[config.mk]
export PLATFORM = sky130hd
export DESIGN_NAME = axi_ex_monitor
export DESIGN_NICKNAME = d
export VERILOG_FILES = /design/src/rtl/axi_ex_monitor.sv
export SDC_FILE = /design/constraint.sdc
export NUM_CORES = 1
export LEC_CHECK = 0
export ABC_CLOCK_PERIOD_IN_PS = 1100
export BUFFER_PORTS_ARGS = -buffer_cell sky130_fd_sc_hd__buf_4
export CAP_MARGIN = 15
export CELL_PAD_IN_SITES_DETAIL_PLACEMENT = 1
export CELL_PAD_IN_SITES_GLOBAL_PLACEMENT = 2
export CORE_AREA = 3 3 151 153
export DETAILED_ROUTE_END_ITERATION = 16
export DIE_AREA = 0 0 154 156
export PLACE_DENSITY_LB_ADDON = 0.1
export SLEW_MARGIN = 5
export SYNTH_ARGS = -nofsm -noshare
export SYNTH_HDL_FRONTEND = slang
export SYNTH_SLANG_ARGS = --single-unit
[constraint.sdc]
create_clock -name clk -period 1.1 [get_ports clk]
set_input_delay 0 -clock clk [delete_from_list [all_inputs] [get_ports clk]]
set_output_delay 0 -clock clk [all_outputs]
set_load 0.1 [all_outputs]
[src/rtl/axi_ex_monitor.sv]
`default_nettype none
// ============================================================================
// Module   : axi_ex_monitor
// Purpose  : Exclusive-access reservation monitor shared by the AXI read and
//            write subordinates. An exclusive read accepted by the read side
//            arms one reservation context per AXI ID. The write side reads the
//            armed contexts to decide EXOKAY and returns a clear vector that
//            disarms any context its writes touched.
// Ports    : clk, rst_n          - clock, async active-low reset
//            ex_set_valid/id/addr/size/len - exclusive read request (pulse)
//            ex_clr              - per-context disarm from the write side
//            ex_active           - per-context armed flags
//            ex_ctx              - per-context {addr, addr_mask}, AW bits each
//                                  (addr in the upper AW bits)
//            ex_set_err          - one-cycle pulse, last request was illegal
// Revision : 1.0 - initial release
// ============================================================================
module axi_ex_monitor #(
    parameter int AW = 32,
    parameter int IW = 1,
    localparam int ID_NUM = 1 << IW
) (
    input  logic                          clk,
    input  logic                          rst_n,
    input  logic                          ex_set_valid,
    input  logic [IW-1:0]                 ex_set_id,
    input  logic [AW-1:0]                 ex_set_addr,
    input  logic [2:0]                    ex_set_size,
    input  logic [7:0]                    ex_set_len,
    input  logic [ID_NUM-1:0]             ex_clr,
    output logic [ID_NUM-1:0]             ex_active,
    output logic [ID_NUM-1:0][2*AW-1:0]   ex_ctx,
    output logic                          ex_set_err
);

    // Largest legal exclusive burst in bytes.
    localparam logic [15:0] c_bc_max = 16'd128;

    logic [15:0]               w_bc;
    logic [15:0]               w_bc_m1;
    logic [AW-1:0]             w_low;
    logic [AW-1:0]             w_mask;
    logic                      w_legal;
    logic                      w_arm;

    logic [ID_NUM-1:0]         r_active;
    logic [ID_NUM-1:0][2*AW-1:0] r_ctx;
    logic                      r_err;

    // Byte count is held at 16 bits so that no size/len combination wraps;
    // only len < 16 is ever legal, so the interesting values stay small.
    assign w_bc    = (16'd1 << ex_set_size) * (16'(ex_set_len) + 16'd1);
    assign w_bc_m1 = w_bc - 16'd1;

    // Low-offset bits are extended to the address width before inversion so
    // the mask has all upper address bits set.
    assign w_low   = AW'(w_bc_m1);
    assign w_mask  = ~w_low;

    // A power of two has no bits in common with itself minus one.
    assign w_legal = (ex_set_len < 8'd16) &&
                     (w_bc != 16'd0) &&
                     ((w_bc & w_bc_m1) == 16'd0) &&
                     (w_bc <= c_bc_max) &&
                     ((ex_set_addr & w_low) == '0);

    assign w_arm   = ex_set_valid && w_legal;

    always_ff @(posedge clk or negedge rst_n) begin
        if (!rst_n) begin
            r_active <= '0;
            r_ctx    <= '0;
            r_err    <= 1'b0;
        end else begin
            r_err <= ex_set_valid && !w_legal;
            for (int j = 0; j < ID_NUM; j++) begin
                if (ex_clr[j]) begin
                    r_active[j] <= 1'b0;
                end
            end
            // Placed after the clears so a same-cycle set on the same ID wins.
            if (w_arm) begin
                r_active[ex_set_id] <= 1'b1;
                r_ctx[ex_set_id]    <= {ex_set_addr & w_mask, w_mask};
            end
        end
    end

    assign ex_active  = r_active;
    assign ex_ctx     = r_ctx;
    assign ex_set_err = r_err;

endmodule
`default_nettype wire
* Word level (Yosys, flattened, before mapping)
Cells that the tools add are included.
** Storage, ports and cells
- Register bits after elaboration :: 131
- Output and inout port bits :: 131
** Operators by class
- Magnitude comparators :: 4
- Bitwise logic cells :: 5
- $add $sub $neg :: 2
- Muxes and demuxes :: 8
- Multipliers :: 1
- Reduce and logical (&&, ||, !) cells :: 11
- Shifts and indexed selects :: 1
** Operators by type and width (number)
- $bwmux 128 :: 1
- $demux 64 s1 :: 1
- $mux 64 :: 1
- $and 32x16->32 :: 1
- $and 32x32->32 :: 1
- $logic_not 32->1 :: 1
- $not 16->32 :: 1
- $and 16x16->16 :: 1
- $le 16x8->1 const B :: 1
- $logic_not 16->1 :: 1
- $mul 16x9->16 :: 1
- $reduce_bool 16->1 :: 1
- $shl 1x3->16 const A :: 1
- $sub 16x1->16 const B :: 1
- $add 8x1->9 const B :: 1
- $lt 8x5->1 const B :: 1
- $logic_and 1x1->1 :: 7
- $mux 1 :: 3
- $lt 1x2->1 const B :: 1
- $mux 2 :: 1
- $or 2x2->2 :: 1
- $demux 1 s1 :: 1
- $ge 1x1->1 const B :: 1
- $logic_not 1->1 :: 1

* Longest topological paths before layout
- Word-level depth :: 10
- Depth in mapped cells :: 30
- Gate-level depth less buffers :: 28

* Least setup slack after synthesis
Ideal clock, no wire load.
- Kind :: in2reg
- Start :: input port ex_set_len[0]
- End :: register r_ctx, in the netlist ex_ctx[112]
- Slack :: -6101 ps
- Data required time :: 972 ps
- Arrival :: 7072 ps
- Stages on the path :: 26
- Cells stage by stage :: clkbuf_1 -> and3_1 -> and3_1 -> xor2_1 -> nand2_1 -> fa_1 -> fa_1 -> fa_1 -> fa_1 -> inv_1 -> ha_1 -> and3_1 -> a2111oi_2 -> a211oi_1 -> nor3_1 -> o211ai_2 -> or2_2 -> ha_1 -> nor4_1 -> nand3_1 -> or4_1 -> a21oi_1 -> nand4_1 -> nor4_4 -> buf_6 -> mux2_1
** On the way
- Cells in the longest elaborated chain, start to end :: 9
- Elaborated cells on any way between the ends :: 15
- Classes of those cells :: add/sub (2); mul (1); order compare (2); bitwise (2); reduce/logical (8)
** RTL lines
- start: declaration :: line 29 : input logic [7:0] ex_set_len,
- $add 8x1->9 :: line 52 : assign w_bc = (16'd1 << ex_set_size) * (16'(ex_set_len) + 16'd1);
- $mul 16x9->16 :: line 52
- $sub 16x1->16 :: line 53 : assign w_bc_m1 = w_bc - 16'd1;
- $and 16x16->16 :: line 63 : ((w_bc & w_bc_m1) == 16'd0) &&
- $logic_not 16->1 :: line 63
- $logic_and 1x1->1 :: line 62 : (w_bc != 16'd0) &&
- $logic_and 1x1->1 :: line 63
- $logic_and 1x1->1 * :: line 64 : (w_bc <= c_bc_max) &&
- $logic_and 1x1->1 * :: line 67 : assign w_arm = ex_set_valid && w_legal;
- end signal: indexed assignment :: line 84 : r_ctx[ex_set_id] <= {ex_set_addr & w_mask, w_mask};
- end: declaration :: line 47 : logic [ID_NUM-1:0][2*AW-1:0] r_ctx;
Mark *: on every way between the ends. The rest lies on a longest branch, timed or not.
A chain may end at the register's enable or synchronous reset.

* Final worst setup path
- Start :: input port ex_set_len[4]
- End :: register r_ctx, in the netlist ex_ctx[9]
** On the way
- Cells in the longest elaborated chain, start to end :: 9
- Elaborated cells on any way between the ends :: 17
- Classes of those cells :: add/sub (2); mul (1); order compare (2); mux (1); bitwise (3); reduce/logical (8)
** RTL lines (line)
- $add 8x1->9 :: 52
- $mul 16x9->16 :: 52
- $sub 16x1->16 :: 53
- $and 16x16->16 :: 63
- $logic_not 16->1 :: 63
- $logic_and 1x1->1 :: 62
- $logic_and 1x1->1 :: 63
- $logic_and 1x1->1 :: 64
- $logic_and 1x1->1 :: 67
Parallel ways exist; a longest one is shown, timed or not.

==> impl_metrics.tcl <==
set metrics [dict create \
    status "complete, but fails checks" \
    failed_checks "setup timing" \
    crit_top_cell "fa_1" \
    antenna_cells 0 \
    grt_pass1_vias 7236 \
    tritoncts "done" \
    root_buffer "clkbuf_16" \
    clkTransAtPathRegs_ns 0.09 \
    ys_ff_latch 101 \
    place.gp.congestion 0.873 \
    setup_tns_ns -562.69 \
    finalPower_mw 10.7 \
    drtIter0Drc 142 \
    grt.met1_usage_pct 25.8 \
    portBuffers 179 \
    use_met2_pct 37.8 \
    leakage_nw 5.90 \
    synth_nets 832 \
    postRouteAntennaNets 0 \
    ir_worst_vdd_uv 846 \
    numCtsBuffers 9 \
    hold_class "input pin to asynchronous set/reset pin" \
    start_kind "input pin" \
    avgSynthCellArea_sq_um 10.6 \
    period_needed_ns 6.70 \
    grt_max_degree 42 \
    syn-instance-count 689 \
    hpwlAfterDp_microns 18400 \
    hold_ws_ns 0.0462 \
    critPathKind "input pin to flip-flop" \
    rsz0062_at_grt "true" \
    synth_top_flop_cell "dfrtp_1" \
    power_density_nw_per_um2 894 \
    cts_sinks 101 \
    ys_types 55 \
    fill_cells 2289 \
    synth_edf_count 0 \
    drc_errors 0 \
    start_util_pct 33.5 \
    cp_max_fo 5 \
    antenna_found_initial 0 \
    cp-end-kind "flip-flop" \
    crit_arrival_ns 6.94 \
    ys_seq_area_share_pct 34.7 \
    yosys_warnings 0 \
    fmax_ghz 0.149 \
    avgRoutedWirePerCell_microns 19.4 \
    dr.pass1.iters 4 \
    clk_latency_ns 0.36 \
    viasPerCell 4.73 \
    wl_microns 25500 \
    dieHeight_microns 156 \
    worst-r2r-cell-count 2 \
    area.growth.synth_to_final_pct 64.3 \
    grt_pass1_wl_microns 40000 \
    slowest_delay_ns 0.56 \
    die-width_microns 154 \
    core_sq_um 21700 \
    grt_util_all_layers_pct 20.9 \
    synth_async_sr_flop_share_pct 100 \
    worstPathRequired_ns 1.34 \
    top_usage_layer "met2" \
    place_area_sq_um 9970 \
    cap_violations 0 \
    drive_above_1_share_pct 47.4 \
    pin_count 180 \
    relSlewSlack_pct 69.4 \
    syn_area_sq_um 7270 \
    num_rows 54 \
    finalInstanceArea_sq_um 11900 \
    setup_ws_ns -5.60 \
    pre_cts_ws_ns -6.30 \
    die_area_sq_um 24000 \
    cts_max_path_buffers 2 \
    clock_skew_ns 0 \
    gr-usage-met3_pct 4.08 \
    slowest_stage "or4_4" \
    slew_viol_final 0 \
    worst_slew_pin_slew_ns 0.456 \
    hold_viol_final 0 \
    grt-ovfl-total 0 \
    period_share_pct 609 \
    fin_nets 1177 \
    setup_viol 133 \
    via_count 6244 \
    htree_levels 3 \
]
-- timing repair --
| action | CTS | global route |
|---|---|---|
| cloned | 6 | 4 |
| buffers inserted | 27 | 12 |
| hold buffers | 32 | 0 |
| pin swaps | 30 | 20 |
| gates resized for setup | 160 | 43 |
| endpoints found under the setup margin | 133 | 134 |
| hold endpoints to repair | 161 | 0 |
-- flip-flops by register name (all words and copies together) (netlist names) --
| name | count |
|---|---|
| ex_ctx | 98 |
| ex_set_err | 1 |
| ex_active | 2 |
-- metal layers --
| metal | wire length, microns | part of all wire (%) |
|---|---|---|
| met1 | 10400 | 41 |
| met2 | 13700 | 53 |
| met3 | 1060 | 4.1 |
| met4 | 435 | 1.7 |
| met5 | 0 | 0 |
-- kinds of logic (layout without fill, tap and decap cells) --
| kind of cell | after synthesis | after routing | synth area share, % |
|---|---|---|---|
| multiplexers | 97 | 97 | 14.5 |
| flip-flops | 101 | 101 | 34.7 |
| adder cells (fa/ha/maj) | 94 | 94 | 20.5 |
| XOR/XNOR | 22 | 22 | 2.65 |
| AO/OA/AOI/OAI | 49 | 49 | 5.26 |
| AND/OR/NAND/NOR | 179 | 179 | 12.3 |
| buffers and inverters | 147 | 497 | 10.1 |
-- synth_stat cells, types with 9 or more instances --
library cell,n,share of area (%)
dfrtp_1,101,35
inv_1,97,5.0
mux2_1,64,9.9
nand2_1,58,3.0
ha_1,52,8.9
nor2_1,45,2.3
fa_1,42,12
mux2i_1,33,4.5
buf_4,32,3.3
xnor2_1,13,1.6
and2_1,12,1.0
a21oi_1,9,0.62
clkbuf_1,9,0.46
nand3_1,9,0.62
xor2_1,9,1.1
-- critical path: cells and delay by family --
family,cells,cell delay [ns]
AO/OA/AOI/OAI,4,0.63
adder cells (fa/ha/maj),6,2.46
AND/OR/NAND/NOR,10,2.04
buffers and inverters,9,1.12
multiplexers,1,0.29
XOR/XNOR,2,0.39
-- final cells by class --
class                   count  area [sq um]  area share [%]
clock buffers               9           225            1.88
clock inverters             7          75.1           0.628
inverters                  97           364            3.05
multi-input cells         441          4630            38.7
flip-flops and latches    101          2530            21.2
well taps                 280           350            2.93
repair buffers            384          3770            31.6
-- cell usage in the layout (no fill, tap or decap), drive strengths merged, types with 3 or more instances in the layout --
cell	netlist	layout
buf	41	349
dfrtp	101	101
inv	97	100
mux2	64	64
nand2	58	58
ha	52	52
nor2	45	45
fa	42	42
mux2i	33	33
dlygate4sd3	0	32
xnor2	13	13
clkbuf	9	12
and2	12	12
a21oi	10	10
nand3	9	9
xor2	9	9
nand2b	8	8
nor3	8	8
o21ai	8	8
and3	7	7
nor4	7	7
a21o	6	6
or2	5	5
o22ai	4	4
a211oi	4	4
or3	3	3
nand4	3	3
o211ai	3	3
clkinv	0	3
nor3b	3	3
-- through the flow --
| stage | utilization, % | cells |
|---|---|---|
| after global routing | 55.1 | 1319 |
| after global placement | 46.0 | 1225 |
| after floorplan | - | 689 |
| after detailed placement | 46.0 | 1225 |
| final | 55.1 | 1319 |
| after CTS | 53.7 | 1306 |
-- worst paths after layout --
kind | startpoint | to | slack [ns]
setup / recovery | ex_set_len[4] | ex_ctx[9] | -5.60
hold / removal | rst_n | ex_ctx[48] | 0.05
setup reg to reg | ex_ctx[95] | ex_ctx[95] | 0.07
hold reg to reg | ex_active[0] | ex_active[0] | 0.49
max in group asynchronous | rst_n | ex_ctx[45] | 0.54
min in group clk | ex_set_addr[6] | ex_ctx[102] | 0.05
-- power by group --
group | internal, mW | switching [mW]
sequential | 3.71 | 0.00130
clock | 1.61 | 1.64
combinational | 1.82 | 1.89
total | 7.14 | 3.54
Note: power is estimated with default switching activity, not from simulation.
